**src/rtl/serializer_arbiter_if.sv**
```systemverilog
// rtl/serializer_arbiter_if.sv - requester and serializer signal bundle for serializer_arbiter
// master is the arbiter side; slave is the requesters plus the serializer.
interface serializer_arbiter_if #(
   parameter int NUM_REQ    = 4,
   parameter int DATA_WIDTH = 8
) ();
   localparam int ID_WIDTH = $clog2(NUM_REQ);

   logic [NUM_REQ-1:0]            req;
   logic [NUM_REQ*DATA_WIDTH-1:0] req_data;
   logic [NUM_REQ-1:0]            ack;
   logic [ID_WIDTH-1:0]           grant_id;
   logic                          active;
   logic                          ser_start;
   logic [DATA_WIDTH-1:0]         ser_data;
   logic                          ser_busy;

   modport master (
      input  req, req_data, ser_busy,
      output ack, grant_id, active, ser_start, ser_data
   );

   modport slave (
      output req, req_data, ser_busy,
      input  ack, grant_id, active, ser_start, ser_data
   );
endinterface

```
**src/rtl/serializer_arbiter.sv**
```systemverilog
// rtl/serializer_arbiter.sv - round-robin arbiter sharing one serializer among NUM_REQ requesters
// IDLE grants and captures a word, LAUNCH issues one start strobe, SHIFT waits for the frame to end.
module serializer_arbiter #(
   parameter int NUM_REQ    = 4,
   parameter int DATA_WIDTH = 8
) (
   input logic                  clock,
   input logic                  reset,
   serializer_arbiter_if.master bus
);
   localparam int ID_WIDTH = $clog2(NUM_REQ);
   localparam logic [ID_WIDTH-1:0] LAST_ID = ID_WIDTH'(NUM_REQ - 1);

   typedef enum logic [1:0] {
      IDLE,
      LAUNCH,
      SHIFT
   } state_t;

   state_t                  state;
   state_t                  state_next;
   logic [ID_WIDTH-1:0]     ptr;
   logic [ID_WIDTH-1:0]     grant_q;
   logic [NUM_REQ-1:0]      ack_q;
   logic [DATA_WIDTH-1:0]   hold;
   logic                    launched;

   logic [DATA_WIDTH-1:0]   words [NUM_REQ];
   logic [ID_WIDTH-1:0]     winner;
   logic                    winner_found;
   logic [ID_WIDTH-1:0]     cand;
   logic                    grant;
   logic                    start;

   always_comb begin
      for (int i = 0; i < NUM_REQ; i++) begin
         words[i] = bus.req_data[i*DATA_WIDTH +: DATA_WIDTH];
      end
   end

   // Walk forward from the last grant so the previous winner is checked last.
   always_comb begin
      winner_found = 1'b0;
      winner       = '0;
      cand         = ptr;
      for (int k = 0; k < NUM_REQ; k++) begin
         cand = (cand == LAST_ID) ? '0 : cand + 1'b1;
         if (!winner_found && bus.req[cand]) begin
            winner_found = 1'b1;
            winner       = cand;
         end
      end
   end

   always_ff @(posedge clock) begin
      if (reset) begin
         state <= IDLE;
      end else begin
         state <= state_next;
      end
   end

   // Start fires at most once per frame: a serializer still busy from an
   // earlier frame holds us in LAUNCH without being mistaken for our own frame.
   always_comb begin
      state_next = state;
      grant      = 1'b0;
      start      = 1'b0;
      case (state)
         IDLE: begin
            if (winner_found) begin
               grant      = 1'b1;
               state_next = LAUNCH;
            end
         end
         LAUNCH: begin
            start = !launched && !bus.ser_busy;
            if (launched && bus.ser_busy) begin
               state_next = SHIFT;
            end
         end
         SHIFT: begin
            if (!bus.ser_busy) begin
               state_next = IDLE;
            end
         end
         default: state_next = IDLE;
      endcase
   end

   always_ff @(posedge clock) begin
      if (reset) begin
         ack_q    <= '0;
         hold     <= '0;
         grant_q  <= '0;
         ptr      <= LAST_ID;
         launched <= 1'b0;
      end else begin
         ack_q <= '0;
         if (grant) begin
            ack_q    <= NUM_REQ'(1) << winner;
            hold     <= words[winner];
            grant_q  <= winner;
            ptr      <= winner;
            launched <= 1'b0;
         end else if (start) begin
            launched <= 1'b1;
         end
      end
   end

   assign bus.ack       = ack_q;
   assign bus.grant_id  = grant_q;
   assign bus.active    = (state != IDLE);
   assign bus.ser_start = start;
   assign bus.ser_data  = hold;
endmodule
```
**src/flat_wrapper.sv**
```systemverilog
// flat-port wrapper written by rule: the top's interface ports become plain ports
module serializer_arbiter_flat 
#(
   parameter int NUM_REQ    = 4,
   parameter int DATA_WIDTH = 8
)
  (clock, reset, bus_req, bus_req_data, bus_ser_busy, bus_ack, bus_grant_id, bus_active, bus_ser_start, bus_ser_data);
  serializer_arbiter_if #(.NUM_REQ(NUM_REQ), .DATA_WIDTH(DATA_WIDTH)) bus_i ();
  input logic clock;
  input logic reset;
  input wire logic [$bits(bus_i.req)-1:0] bus_req;
  input wire logic [$bits(bus_i.req_data)-1:0] bus_req_data;
  input wire logic [$bits(bus_i.ser_busy)-1:0] bus_ser_busy;
  output wire logic [$bits(bus_i.ack)-1:0] bus_ack;
  output wire logic [$bits(bus_i.grant_id)-1:0] bus_grant_id;
  output wire logic [$bits(bus_i.active)-1:0] bus_active;
  output wire logic [$bits(bus_i.ser_start)-1:0] bus_ser_start;
  output wire logic [$bits(bus_i.ser_data)-1:0] bus_ser_data;
  assign bus_i.req = bus_req;
  assign bus_i.req_data = bus_req_data;
  assign bus_i.ser_busy = bus_ser_busy;
  assign bus_ack = bus_i.ack;
  assign bus_grant_id = bus_i.grant_id;
  assign bus_active = bus_i.active;
  assign bus_ser_start = bus_i.ser_start;
  assign bus_ser_data = bus_i.ser_data;
  serializer_arbiter #(.NUM_REQ(NUM_REQ), .DATA_WIDTH(DATA_WIDTH)) u_core (.clock(clock), .reset(reset), .bus(bus_i));
endmodule
```
**config.mk**
```make
export PLATFORM = sky130hd
export DESIGN_NAME = serializer_arbiter_flat
export DESIGN_NICKNAME = d
export VERILOG_FILES = /design/src/rtl/serializer_arbiter_if.sv /design/src/rtl/serializer_arbiter.sv /design/src/flat_wrapper.sv
export SDC_FILE = /design/constraint.sdc
export NUM_CORES = 1
export LEC_CHECK = 0
export CORE_ASPECT_RATIO = 0.5
export CORE_MARGIN = 3
export CORE_UTILIZATION = 35
export CTS_CLUSTER_SIZE = 8
export DETAILED_ROUTE_END_ITERATION = 10
export GPL_TIMING_DRIVEN = 0
export PLACE_DENSITY = 0.77
export REMOVE_ABC_BUFFERS = 1
export SLEW_MARGIN = 20
export SYNTH_ARGS = -nofsm -noshare
export SYNTH_HDL_FRONTEND = slang
export SYNTH_SLANG_ARGS = --single-unit
```
**constraint.sdc**
```tcl
create_clock -name clock -period 2 [get_ports clock]
set_clock_uncertainty 0.2 [all_clocks]
set_input_delay 0.3 -clock clock [delete_from_list [all_inputs] [get_ports clock]]
set_output_delay 0.3 -clock clock [all_outputs]
set_load 0.02 [all_outputs]
```
## Word-level counts from Yosys, hierarchy flattened

Cells that the tools add are included.

- Input port bits: 39
- Memories: 0
- Bits in latches: 0
- Bits in writable memories: 0
- ROM bits: 0
- Logic and storage cells: 72
- Flip-flop bits (word level): 19
- Output and inout bits: 16

- Multipliers: 0
- Multiplexer cells: 30
- Eq/ne operators: 9
- Reductions and logical operators: 15
- Divide/modulo/power cells: 0
- $add $sub $neg: 4
- Bitwise operators: 2
- Shift operators: 1
- Magnitude comparators: 5

Operator list:

| operator | count |
|---|---|
| $mux 2 | 11 |
| $bmux 8 s2 | 1 |
| $mux 8 | 2 |
| $lt 2x3->1 const B | 4 |
| $mux 1 | 11 |
| $eq 2x2->1 const B | 5 |
| $add 2x1->2 const B | 4 |
| $bmux 1 s2 | 4 |
| $pmux 2 s3 | 1 |
| $logic_and 1x1->1 | 5 |
| $logic_not 1->1 | 5 |
| $ne 2x1->1 const B | 2 |
| $reduce_or 2->1 | 2 |
| $shl 1x2->4 const A | 1 |
| $ge 3x3->1 const B | 1 |
| $not 2->3 | 1 |
| $reduce_and 3->1 | 1 |
| $eq 2x1->1 const B | 1 |
| $logic_not 2->1 | 1 |
| $ne 2x2->1 const B | 1 |
| $reduce_bool 2->1 | 1 |
| $not 1->1 | 1 |

## Longest topological paths before layout

- Depth after elaboration: 18
- Gate-level depth with buffers: 7
- Mapped depth without buffers: 6

## Worst setup path before layout

Ideal clock, no wire load.

- Kind: reg-to-reg
- From: reg u_core.ptr[0]
- To: reg u_core.hold[1] (netlist: u_core.bus.ser_data[1])
- Path buffers: 0
- Cell stages (with the launch flop): 7
- Data required time: 1.673 ns
- Path slack: -0.055 ns
- Arrival: 1.728 ns
- Period minus slack after synthesis: 2.055 ns
- Library setup time: 0.127 ns
- Path through: dfxtp_1 ha_1 or3b_1 o211a_2 o2111a_1 a311oi_1 o211ai_1

- Cells in the longest elaborated chain, start to end: 18
- Elaborated cells on any way between the ends: 40
- Those cells by class: add/sub: 4; eq/ne: 4; mux: 25; bitwise: 1; reduce/logical: 6

Ends and longest elaborated chain:

| element | RTL line | RTL |
|---|---|---|
| start, declared | serializer_arbiter.sv:22 | `logic [ID_WIDTH-1:0] ptr;` |
| start signal, assigned | serializer_arbiter.sv:104 | `ptr <= winner;` |
| $add 2x1->2 or $eq 2x2->1 (tied branches) | serializer_arbiter.sv:47 | `cand = (cand == LAST_ID) ? '0 : cand + 1'b1;` |
| $mux 2 * | serializer_arbiter.sv:47 |  |
| branches (longest 16 deep; another with $add 2x1->2) | - |  |
| end signal, assigned | serializer_arbiter.sv:102 | `hold <= words[winner];` |
| end, declared | serializer_arbiter.sv:25 | `logic [DATA_WIDTH-1:0] hold;` |

Mark *: on every way between the ends. The select of a mux whose other input is x is not followed.
A chain may end at the register's enable or synchronous reset.

## Final worst setup path

- From: reg u_core.ptr[1]
- To: reg u_core.hold[1] (netlist: u_core.bus.ser_data[1])

The elaborated chain is that of the path after synthesis.

==> metrics.csv <==
stage,metric,value,unit
outcome,run_status,finished with violations,
outcome,failing_checks,setup timing,
die,rows,13,
sta,hold_viol,0,
global_route,globalRoute.totalOverflow,0,
global_route,grt_start_max_net_pins,13,
critical_path,cp-end-kind,register,
synth,synth_edf_count,0,
die,design.core.area,0.00273,mm²
drt,top_layer,met4,
placement,place.gp.congestion,0.756,
sta,setup_repair_after_global_routing_missed_its_margin,yes,
drt,routedLengthMet1,1570,µm
critical_path,critical-path-max-stage-delay,400,ps
critical_path,cp_max_fo,5,
sta,holdWs,264,ps
run,maximum_capacitance_violations,0,
final_layout,final_util,67.4,%
critical_path,r2r_cells,7,
drt,routed-wl-met3,210,µm
pwr,power.internal,0.874,mW
die,fp.dieH,44.9,µm
clock_tree,cts_inserted_buffers,3,
die,die_w,83.9,µm
pwr,sequential_group_share_of_total_power,33.5,%
final_layout,most-common-layout-cells,"50 x sky130_fd_sc_hd__clkdlybuf4s50_1, 16 x sky130_fd_sc_hd__dfxtp_1, 9 x sky130_fd_sc_hd__nand3_1",
sta,setup_total_negative_slack,-118,ps
sta,period_minus_slack,2060,ps
synth,synth.yosys.seq_area_share,35.8,%
die,initial_core_util,38.8,%
placement,post-dp-hpwl,2370,µm
global_route,antenna_found_initial,0,
pwr,power.combinational.fraction,45.6,%
pwr,netSwitchingFraction,35.7,%
placement,place_area,0.00162,mm²
clock_tree,clkTransAtPathRegs,80,ps
final_layout,final_area,0.00184,mm²
clock_tree,h-tree-depth,1,
pwr,power.static_leakage,0.708,nW
critical_path,worst-endpoint-required,1940,ps
synth,postSynth.topFlopCell,sky130_fd_sc_hd__dfxtp_1,
worst_hold_path,worst_hold_path.num_cells,1,
global_route,vias_in_the_first_global_route,1157,
drt,first_iter_violations,48,
synth,share_of_synthesized_registers_carrying_an_async_set_or_reset,0,%
final_layout,drive_gt1_share,24.3,%
synth,post_synth_inst_count,116,
drt,drt_drc_violations_left,0,
sta,max_slew_margin,73.6,%
die,dieArea,0.00377,mm²
clock_tree,clock_insertion_delay_at_the_later_pin_of_the_skew_report,260,ps
sta,slew_worst_pin,397,ps
synth,yosys_warnings,0,
sta,max_clock_freq,486,MHz
synth,netlist.area_leader.share,35.8,%
drt,wl_per_cell,16.6,µm
synth,synth_seq_cells,19,
placement,placement.io_buffers,54,
global_route,grt_pass1_wl,5450,µm
worst_hold_path,hold_path_class,register to register,
critical_path,cp-start-kind,register,
critical_path,crit_path_cell_trace,ha_4 > or3b_4 > o211ai_1 > buf_4 > nor4_1 > a311oi_1 > o211ai_1,
sta,finalMaxSlewViolations,0,
drt,met2WireLength,1790,µm
pwr,power.switching,0.485,mW
critical_path,timing.critical_path.mode_cell,sky130_fd_sc_hd__o211ai_1,
critical_path,worst_ep_arrival_time,2000,ps
clock_tree,postCtsHoldBufs,0,
synth,mappedNetlistArea,0.00106,mm²
final_layout,layout.cells.most_common,sky130_fd_sc_hd__clkdlybuf4s50_1,
synth,synth_area_leaders,"sky130_fd_sc_hd__dfxtp_1 36%, sky130_fd_sc_hd__mux2i_1 5.7%, sky130_fd_sc_hd__nand3_1 4.2%, sky130_fd_sc_hd__nand2_1 3.2%, sky130_fd_sc_hd__nor2_1 3.2%",
placement,preCtsSetupSlack,-424,ps
critical_path,crit_path_top_delay_cell,sky130_fd_sc_hd__or3b_4,
critical_path,worst-r2r-setup-slack,-60,ps
pwr,power_density,738,mW/mm²
sta,period_share,103,%
drt,vias,1211,
clock_tree,max-clock-path-buffers,2,
synth,yosysUniqueCellTypes,42,
final_layout,antenna_cells_inserted,0,
clock_tree,clock-root-buffer,sky130_fd_sc_hd__clkbuf_8,
critical_path,criticalPathCategory,register to register,
drt,routed_wirelength,3620,µm
global_route,grtUsageTotal,18.3,%
sta,final.setup.worst_slack,-55.8,ps
pwr,clockPowerShare,20.9,%
synth,syn_area_per_cell,9.15,µm²
drt,first_pass_iters,4,
sta,finalSetupViolations,3,
die,floorplan.io_pins,55,
clock_tree,cts.sinks,19,
pwr,peakVddDrop,447,µV
drt,drt.antenna.violating_nets,0,
final_layout,syn_to_final_growth,73.7,%
drt,detail_route.vias_per_cell,5.56,
synth,synth_largest_area_cell,sky130_fd_sc_hd__dfxtp_1,
final_layout,nNetsFinal,222,
clock_tree,cts_tree,yes,
[kinds of logic (layout without fill, tap and decap cells)]
logic type	after synthesis	after routing	share of synthesized area [%]
flops	19	19	35.8
compound gates	30	31	23.8
buf+inv	5	67	3.54
fa+ha+maj	1	1	1.18
mux	7	7	6.72
simple gates	54	56	28.9
[worst max-delay path, delay by kind of cell (launching register included)]
kind / cells / cell delay [ps]
and+or+nand+nor: 2 / 450
buffers and inverters: 1 / 190
AOI/OAI and AO/OA: 3 / 500
DFF: 1 / 340
adders and majority gates: 1 / 260
[area by class of cell]
class | count | area (µm²)
fillers | 219 | 890
clock buffers | 3 | 41.3
clock inverters | 1 | 7.51
repair buffers | 61 | 588
multi-input cells | 95 | 766
inverters | 2 | 7.51
flip-flops and latches | 19 | 387
well taps | 37 | 46.3
[synthesized netlist by cell type (2+ instances only)]
cell type	n
sky130_fd_sc_hd__and3_1	3
sky130_fd_sc_hd__o211ai_1	4
sky130_fd_sc_hd__dfxtp_1	19
sky130_fd_sc_hd__and2_1	2
sky130_fd_sc_hd__nor2_1	9
sky130_fd_sc_hd__o221ai_1	3
sky130_fd_sc_hd__a21oi_2	3
sky130_fd_sc_hd__nor4_1	2
sky130_fd_sc_hd__nand2_1	9
sky130_fd_sc_hd__nand3b_1	4
sky130_fd_sc_hd__buf_2	2
sky130_fd_sc_hd__mux2i_1	6
sky130_fd_sc_hd__a311oi_1	2
sky130_fd_sc_hd__nor3b_1	2
sky130_fd_sc_hd__nor3_1	2
sky130_fd_sc_hd__inv_1	2
sky130_fd_sc_hd__nand4_1	3
sky130_fd_sc_hd__o2111a_1	2
sky130_fd_sc_hd__o21ai_1	3
sky130_fd_sc_hd__a32oi_1	3
sky130_fd_sc_hd__nand3_1	9
sky130_fd_sc_hd__a21boi_0	2
[power by group through the flow]
stage	sequential (mW)	clock (mW)	combinational, mW
4_1_cts	0.456	0.287	0.576
3_3_place_gp	0.459	0	0.483
5_1_grt	0.462	0.307	0.656
6_report	0.456	0.284	0.620
2_1_floorplan	0.507	0	0.227
3_5_place_dp	0.461	0	0.491
[state kept, by name, indices dropped and copies added, names as in the netlist]
signal               flops
u_core.ptr               2
u_core.bus.ack           4
u_core.bus.grant_id      2
u_core.state             2
u_core.launched          1
u_core.bus.ser_data      8
[metrics by stage]
step                total power [mW]  cells
finish                          1.36    218
detailed placement             0.952    204
global route                    1.43    218
floorplan                      0.734    113
global placement               0.942    204
CTS                             1.32    217
[routing by layer]
metal / up-vias / track usage (%)
li1: 583 / -
met1: 577 / 22.7
met2: 47 / 32.7
met3: 4 / 4.37
met4: 0 / 5.13
met5: - / 0
[final timing paths]
path,startpoint,to
worst min-delay path,u_core.bus.grant_id[1],u_core.bus.grant_id[1]
worst max register to register,u_core.ptr[1],u_core.bus.ser_data[1]
worst min register to register,u_core.bus.grant_id[1],u_core.bus.grant_id[1]
worst max-delay path,u_core.ptr[1],u_core.bus.ser_data[1]
[what timing repair did]
action,4_1_cts,5_1_grt
endpoints found under the hold margin,0,0
pin swaps,8,5
endpoints found under the setup margin,16,11
gates cloned,3,0
resized for setup,20,12
setup buffers,6,1
Power figures use the tool's default switching activity.
